<file path="config.mk">
export PLATFORM = sky130hd
export DESIGN_NAME = osc_capture_ctrl
export DESIGN_NICKNAME = d
export VERILOG_FILES = /design/src/rtl/osc_capture_ctrl.sv
export SDC_FILE = /design/constraint.sdc
export NUM_CORES = 1
export LEC_CHECK = 0
export CAP_MARGIN = 10
export CORE_MARGIN = 2
export CORE_UTILIZATION = 58
export CTS_BUF_LIST = sky130_fd_sc_hd__clkbuf_16
export DETAILED_ROUTE_END_ITERATION = 16
export PLACE_DENSITY = 0.82
export SLEW_MARGIN = 30
export SYNTH_ARGS = -nofsm -noshare
export SYNTH_HDL_FRONTEND = slang
export SYNTH_SLANG_ARGS = --single-unit
export TNS_END_PERCENT = 10
</file>
<file path="constraint.sdc">
create_clock -name clk_50M -period 2.8 [get_ports clk_50M]
set_input_delay 0.28 -clock clk_50M [delete_from_list [all_inputs] [get_ports clk_50M]]
set_output_delay 0.28 -clock clk_50M [all_outputs]
set_load 0.1 [all_outputs]
</file>
<file path="src/rtl/osc_capture_ctrl.sv">
// Oscilloscope acquisition sequencer: arms, finds a level/edge (or timeout) trigger,
// then writes one decimated frame of DEPTH samples into the display buffer.
module osc_capture_ctrl #(
    parameter int ADDR_W  = 10,
    parameter int DEPTH   = 1024,
    parameter int TIMEOUT = 65535,
    parameter int HOLDOFF = 1000
) (
    input  logic              clk_50M,
    input  logic              rst_n,
    input  logic              en,
    input  logic              sample_valid,
    input  logic [7:0]        ad_data_in,
    input  logic [1:0]        h_zoom,
    input  logic [7:0]        trig_level,
    input  logic              trig_edge,
    input  logic              disp_busy,
    output logic              wr_en,
    output logic [ADDR_W-1:0] wr_addr,
    output logic [7:0]        wr_data,
    output logic              frame_done,
    output logic              auto_trig,
    output logic [2:0]        state
);

    typedef enum logic [2:0] {
        IDLE      = 3'd0,
        ARM       = 3'd1,
        WAIT_TRIG = 3'd2,
        CAPTURE   = 3'd3,
        HOLD      = 3'd4
    } state_t;

    localparam logic [ADDR_W:0] DEPTH_C   = (ADDR_W+1)'(DEPTH);
    localparam logic [15:0]     TIMEOUT_C = 16'(TIMEOUT);
    localparam logic [15:0]     HOLDOFF_C = 16'(HOLDOFF);

    state_t          st;
    logic [7:0]      prev;
    logic            prev_valid;
    logic [15:0]     tmo_cnt;
    logic [15:0]     hold_cnt;
    logic [1:0]      zoom_q;
    logic [5:0]      dec_cnt;
    logic [ADDR_W:0] wr_cnt;

    logic            rise, fall, real_trig, timeout_hit;
    logic [15:0]     tmo_next;
    logic [5:0]      dec_mask, dec_next;

    assign state = st;

    assign rise        = prev_valid && (prev <  trig_level) && (ad_data_in >= trig_level);
    assign fall        = prev_valid && (prev >= trig_level) && (ad_data_in <  trig_level);
    assign real_trig   = trig_edge ? fall : rise;
    assign tmo_next    = tmo_cnt + 16'd1;
    assign timeout_hit = (tmo_next == TIMEOUT_C);

    // Ratios are powers of two, so the modulo counter is a plain mask.
    always_comb begin
        dec_mask = 6'h00;
        case (zoom_q)
            2'd0: dec_mask = 6'h00;
            2'd1: dec_mask = 6'h03;
            2'd2: dec_mask = 6'h0F;
            2'd3: dec_mask = 6'h3F;
            default: dec_mask = 6'h00;
        endcase
        dec_next = (dec_cnt + 6'd1) & dec_mask;
    end

    always_ff @(posedge clk_50M or negedge rst_n) begin
        if (!rst_n) begin
            st         <= IDLE;
            wr_en      <= 1'b0;
            wr_addr    <= '0;
            wr_data    <= 8'd0;
            frame_done <= 1'b0;
            auto_trig  <= 1'b0;
            prev       <= 8'd0;
            prev_valid <= 1'b0;
            tmo_cnt    <= 16'd0;
            hold_cnt   <= 16'd0;
            zoom_q     <= 2'd0;
            dec_cnt    <= 6'd0;
            wr_cnt     <= '0;
        end else begin
            wr_en      <= 1'b0;
            frame_done <= 1'b0;
            if (!en) begin
                st <= IDLE;
            end else begin
                case (st)
                    IDLE: st <= ARM;
                    ARM: begin
                        if (!disp_busy) begin
                            st         <= WAIT_TRIG;
                            prev_valid <= 1'b0;
                            tmo_cnt    <= 16'd0;
                        end
                    end
                    WAIT_TRIG: begin
                        if (sample_valid) begin
                            // A real trigger takes precedence over a coincident timeout.
                            if (real_trig || timeout_hit) begin
                                zoom_q    <= h_zoom;
                                auto_trig <= !real_trig;
                                dec_cnt   <= 6'd0;
                                wr_en     <= 1'b1;
                                wr_addr   <= '0;
                                wr_data   <= ad_data_in;
                                wr_cnt    <= (ADDR_W+1)'(1);
                                st        <= CAPTURE;
                            end else begin
                                prev       <= ad_data_in;
                                prev_valid <= 1'b1;
                                tmo_cnt    <= tmo_next;
                            end
                        end
                    end
                    CAPTURE: begin
                        if (wr_cnt == DEPTH_C) begin
                            frame_done <= 1'b1;
                            wr_addr    <= '0;
                            wr_cnt     <= '0;
                            hold_cnt   <= 16'd0;
                            st         <= HOLD;
                        end else if (sample_valid) begin
                            dec_cnt <= dec_next;
                            if (dec_next == 6'd0) begin
                                wr_en   <= 1'b1;
                                wr_addr <= wr_cnt[ADDR_W-1:0];
                                wr_data <= ad_data_in;
                                wr_cnt  <= wr_cnt + 1'b1;
                            end
                        end
                    end
                    HOLD: begin
                        if (hold_cnt + 16'd1 >= HOLDOFF_C) st <= ARM;
                        else                               hold_cnt <= hold_cnt + 16'd1;
                    end
                    default: st <= IDLE;
                endcase
            end
        end
    end

endmodule

</file>
### Yosys cells after proc, flatten, opt, wreduce, memory -nomap -nowiden

Cells that the tools add are included.

* add/subtract/negate cells: 4
* $lt $le $gt $ge: 5
* eq/ne operators: 25
* mux-type cells: 53
* bitwise logic cells: 2
* reduce and logical (&&, ||, !) cells: 20

Operators with widths (number)
* 2-to-1 mux 16 bit: 5
* one-hot mux 16 bit (2 select lines): 2
* 2-to-1 mux 11 bit: 5
* 2-to-1 mux 10 bit: 5
* 2-to-1 mux 8 bit: 5
* adder 16 x 1 -> 16 bit, second input constant: 2
* 2-to-1 mux 6 bit: 4
* one-hot mux 6 bit (4 select lines): 1
* one-hot mux 11 bit (2 select lines): 1
* != test 3 bit, second input constant: 7
* one-hot mux 10 bit (2 select lines): 1
* 2-to-1 mux 3 bit: 6
* != test 2 bit, second input constant: 9
* equality test 16 bit, second input constant: 1
* >= comparator 16 x 10 -> 1 bit, second input constant: 1
* >= comparator 8 bit: 2
* less-than comparator 8 bit: 2
* one-hot mux 8 bit (2 select lines): 1
* one-hot mux 3 bit (5 select lines): 1
* 2-to-1 mux 1 bit: 13
* one-hot mux 6 bit (2 select lines): 1
* AND reduction 4 bit: 3
* AND reduction 6 bit: 2
* adder 11 x 1 -> 11 bit, second input constant: 1
* 19 further kinds: 28

* bits in registers: 84
* input port bits: 24
* output and inout port bits: 24
* word-level logic and storage cells: 122

### Logic depth before layout (Yosys ltp)

Gate-level depths: netlist (run 1).

* depth after elaboration: 9
* mapped depth: 10
* gate-level depth less buffers: 9

### Least setup slack after synthesis (run 1)

Ideal clock, no wire load.

* path type: reg-to-reg
* start: register st[1] (netlist: state[1])
* end: register wr_data[0]
* setup time: 0.125 ns
* arrival: 2.716 ns
* data required time: 2.675 ns
* path slack: -0.041 ns
* stages on the path, launching flop included: 9
* path buffers: 1
* clock period less this slack: 2.841 ns
* cells stage by stage: dfrtp_1 > and2b_1 > nand2_1 > nor2_1 > nand3_1 > nor2_1 > a211o_1 > buf_4 > mux2_2

* longest elaborated chain between the ends: 3
* elaborated cells between the ends (all ways): 10
* those cells by class: eq/ne (7); mux (1); reduce/logical (2)

Ends and longest elaborated chain
* start: declaration: RTL line 38 `state_t st;`
* start signal: assignment: RTL line 74 `st <= IDLE;`
* start signal: assignment: RTL line 91 `st <= IDLE;`
* start signal: assignment: RTL line 94 `IDLE: st <= ARM;`
* equality test 3 x 2 -> 1 bit: RTL line 93 `case (st)`
* != test 2 bit (no line) / nonzero test 2 bit (equally long branches)
* AND reduction 7 bit (no line)
* end signal: assignment: RTL line 111 `wr_data <= ad_data_in;`
* end signal: assignment: RTL line 133 `wr_data <= ad_data_in;`
* end: declaration: RTL line 20 `output logic [7:0] wr_data,`

Several ways; a longest one is shown, not always the timed one.
A chain may end at the register's enable or synchronous reset.

### Final worst setup path (run 1)

* start: input port trig_level[7]
* end: register wr_data[6]

* longest elaborated chain between the ends: 7
* elaborated cells between the ends (all ways): 12
* those cells by class: order compare (4); eq/ne (1); mux (1); reduce/logical (6)

Ends and longest elaborated chain
* start: declaration: RTL line 15 `input logic [7:0] trig_level,`
* less-than comparator 8 bit / >= comparator 8 bit (equally long branches): RTL line 53, 54
* logical AND 1 bit (on tied branches) (2 in a row): RTL line 53, 54
* 2-to-1 mux 1 bit (*): RTL line 55 `assign real_trig = trig_edge ? fall : rise;`
* logical OR 1 bit (*): RTL line 105 `if (real_trig || timeout_hit) begin`
* != test 2 bit (no line) (*)
* AND reduction 7 bit (no line) (*)

Every way passes the cells marked *; elsewhere a longest branch is shown, timed or not.

==> results of run 1 <==
critical path: stages:
cell and delay [ns]:
clkdlybuf4s50_1 0.49, inv_2 0.06, ha_4 0.28, nand4_1 0.16
a31oi_2 0.25, a2111oi_4 0.06, a2111o_1 0.49, a21boi_2 0.21
a211o_1 0.25, clkbuf_16 0.19, mux2_2 0.33
cell usage in the layout (no fill, tap or decap), drive strengths merged, types with 3 or more instances in the layout:
cell,n
nand4b,3
nand2b,5
o211ai,14
a32oi,3
a31oi,6
dlymetal6s2s,3
a32o,7
a21o,11
nor3b,4
xnor2,4
nand3,35
ha,22
clkinvlp,3
nand4,8
xor2,4
or3,5
nor3,14
a21oi,36
clkdlybuf4s50,19
nor2,40
a41oi,5
buf,63
o22ai,3
inv,22
nand2,44
nor2b,6
clkbuf,10
mux2,17
nor4,3
o311ai,5
dfrtp,84
and2,15
o21ai,28
a22o,6
and3,16
kinds of logic (layout without fill, tap and decap cells):
| group | count (synthesis) | count (layout) | synth area share (%) |
|---|---|---|---|
| DFF | 84 | 84 | 42.38 |
| AOI/OAI and AO/OA | 148 | 148 | 20.71 |
| buffers and inverters | 43 | 124 | 3.632 |
| and+or+nand+nor | 209 | 209 | 22.05 |
| xor gates and xnor gates | 8 | 8 | 1.413 |
| adders and majority gates | 22 | 22 | 5.550 |
| muxes | 19 | 19 | 4.263 |
per-stage QoR:
stage	area [µm²]	hold slack [ns]	util (%)	power, W	worst slack (ns)
final	6176	0.3199	74.79	0.004561	-0.04914
after global routing	6176	0.3523	74.79	0.004759	-0.1148
after CTS	6007	0.4861	72.74	0.004437	0.01004
after detailed placement	5687	0.3063	68.86	0.003253	-0.3933
after global placement	5687	0.2998	68.86	0.003199	-0.3577
after floorplan	4961	-0.01559	-	0.002757	-0.004544
how the worst min path moves through the flow:
stage / start / endpoint / slack [ns] / cells after the start
floorplan: rst_n / auto_trig$_DFFE_PN0P_ / -0.02 / 0
global placement: rst_n / auto_trig$_DFFE_PN0P_ / 0.30 / 1
detailed placement: rst_n / tmo_cnt[6]$_DFFE_PN0P_ / 0.31 / 1
CTS: wr_addr[1]$_DFFE_PN0P_ / wr_addr[1]$_DFFE_PN0P_ / 0.49 / 1
global route: ad_data_in[1] / prev[1]$_DFFE_PN0P_ / 0.35 / 2
finish: ad_data_in[1] / prev[1]$_DFFE_PN0P_ / 0.32 / 2
final cells by class:
type / instances / area, µm²
repair buffers: 87 / 760.7
multi-input cells: 406 / 2808
well taps: 105 / 131.4
clock buffers: 9 / 225.2
inverters: 21 / 78.83
fillers: 570 / 2082
clock inverters: 7 / 68.82
flip-flops and latches: 84 / 2103
flip-flops by register name (all words and copies together) (netlist names):
signal and flops:
state 3, frame_done 1, wr_data 8, wr_addr 10, auto_trig 1, wr_en 1, tmo_cnt 16, hold_cnt 16
dec_cnt 6, wr_cnt 11, prev_valid 1, zoom_q 2, prev 8
where the power goes:
group | internal, W | switching [W] | leakage, nW | total (W)
logic | 0.000606 | 0.00116 | 1.54 | 0.00177
clock network | 0.000686 | 0.000486 | 0.136 | 0.00117
registers | 0.00142 | 0.000204 | 1.13 | 0.00162
metal layers:
metal | GRT usage (%) | part of all wire (%) | vias up
met1 | 37.22 | 43 | 2196
met3 | 3.569 | 5.9 | 26
li1 | - | - | 2142
met2 | 46.12 | 50 | 179
met4 | 7.864 | 1.9 | 0
met5 | 0 | 0 | -
timing repair:
item	CTS	global route
resized for setup	3	19
hold endpoints to repair	40	0
setup endpoints to repair	24	46
hold buffers	1	0
cloned	0	1
pin swaps	2	10
buffers inserted	0	3
==> metrics.yaml, run 1 <==
yosys:
  synthFlopType: "dfrtp_1"
  synth_cell_types: 69
  ys_async_sr_fraction_pct: 100.0
  yosys-top-cells-area: "dfrtp_1 (42%), ha_1 (5.5%), mux2_2 (3.9%)"
  synth_commonest_cells: "dfrtp_1 (84), nand2_1 (43), nor2_1 (40), a21oi_1 (36), nand3_1 (34)"
  ys_seq_area_share_pct: 42.38
  ys.warnings.count: 0
  synthMostInstantiatedCell: "dfrtp_1"
  synth.top_cell.area_share_pct: 42.38
  ys_ff_latch: 84
  syn_avg_cell_area_um2: 9.305
  synth_edf_count: 0
  synth_nets: 579
  syn-instance-count: 533
  synth_area_um2: 4960
  synth_top_area_cell: "dfrtp_1"
timing:
  fin_tns_setup_ns: -0.1198
  fin_crit_sh_pct: 101.8
  relSlewSlack_pct: 63.08
  worst_slew_pin_slew_ns: 0.5538
  rsz0062_at_grt: "yes"
  setup_viol_count_final: 4
  period_minus_slack_ns: 2.849
  finClkSkew_ns: 0.006091
  slew_violations: 0
  final-hold-violation-count: 0
  setup_slack_ns: -0.04914
  fmax_mhz: 351.0
clock_tree:
  cts_made_buffers: 9
  cts-root-buf: "clkbuf_16"
  htreeDepth: 3
  clock-sinks: 84
  cts_buffer_depth: 2
  cts.clk_slew.worst_paths_ns: 0.06
  cts_tree: "done"
  insertion_delay_ns: 0.34
cells_and_area:
  insertedDiodeCount: 0
  layout.nets: 655
  synthToLayoutAreaGrowth_pct: 24.52
  drive_above_1_share_pct: 20.20
  final_cells: 719
floorplan:
  ios: 48
  start_util_pct: 60.06
  dieArea_um2: 9307
  die_w_um: 96.48
  core_area_um2: 8258
  die_h_um: 96.48
  fp-row-count: 33
global_routing:
  grt_max_degree: 45
  grt-ovfl-total: 0
  grt_pass1_vias: 4219
  grt_pass1_wl_um: 19960
  track_usage_pct: 27.36
  antenna_found_initial: 0
route:
  num_vias: 4543
  vias_per_cell: 6.318
  wire_per_inst_um: 17.95
  postRouteAntennaNets: 0
  first_pass_iters: 5
  drtIter0Drc: 361
  wl_um: 12900
  drcViolationCount: 0
critical_path:
  startpoint: "trig_level[7]"
  r2r-end: "wr_data[6]$_DFFE_PN0P_"
  worstPathMaxFanout: 5
  cp-endpoint: "wr_data[6]$_DFFE_PN0P_"
  cp.required_ns: 3.02
  reg2reg_from: "prev[6]$_DFFE_PN0P_"
  r2r_slack_ns: 0.01
  reg2reg_depth: 9
  crit_path_start_kind: "input port"
  cp-end-kind: "flop"
  arrival_ns: 3.07
  critPathKind: "in2reg"
pwr:
  leakage_nw: 2.805
  powerDensity_nw_per_um2: 738.5
  ir_drop_uv: 833.7
outcome:
  violations: "setup timing"
  status: "finished, violations left"
min_path:
  hold_path_class: "in2reg"
place:
  hpwl_um: 8695
  dp.cells: 698
  port_buffers: 47
  routabilityCongestion: 0.8924
job:
  drv_cap: 0
Power figures use the tool's default switching activity.
==> run 2, diff against run 1 <==
Settings changed: SLEW_MARGIN 30 to 25.
==> results of run 2 <==
The final DEF is identical to that of run 1; final timing and power are the same.
==> run 3, diff against run 2 <==
Settings changed: CAP_MARGIN 10 to default.
==> results of run 3 <==
The final DEF is identical to that of run 1; final timing and power are the same.
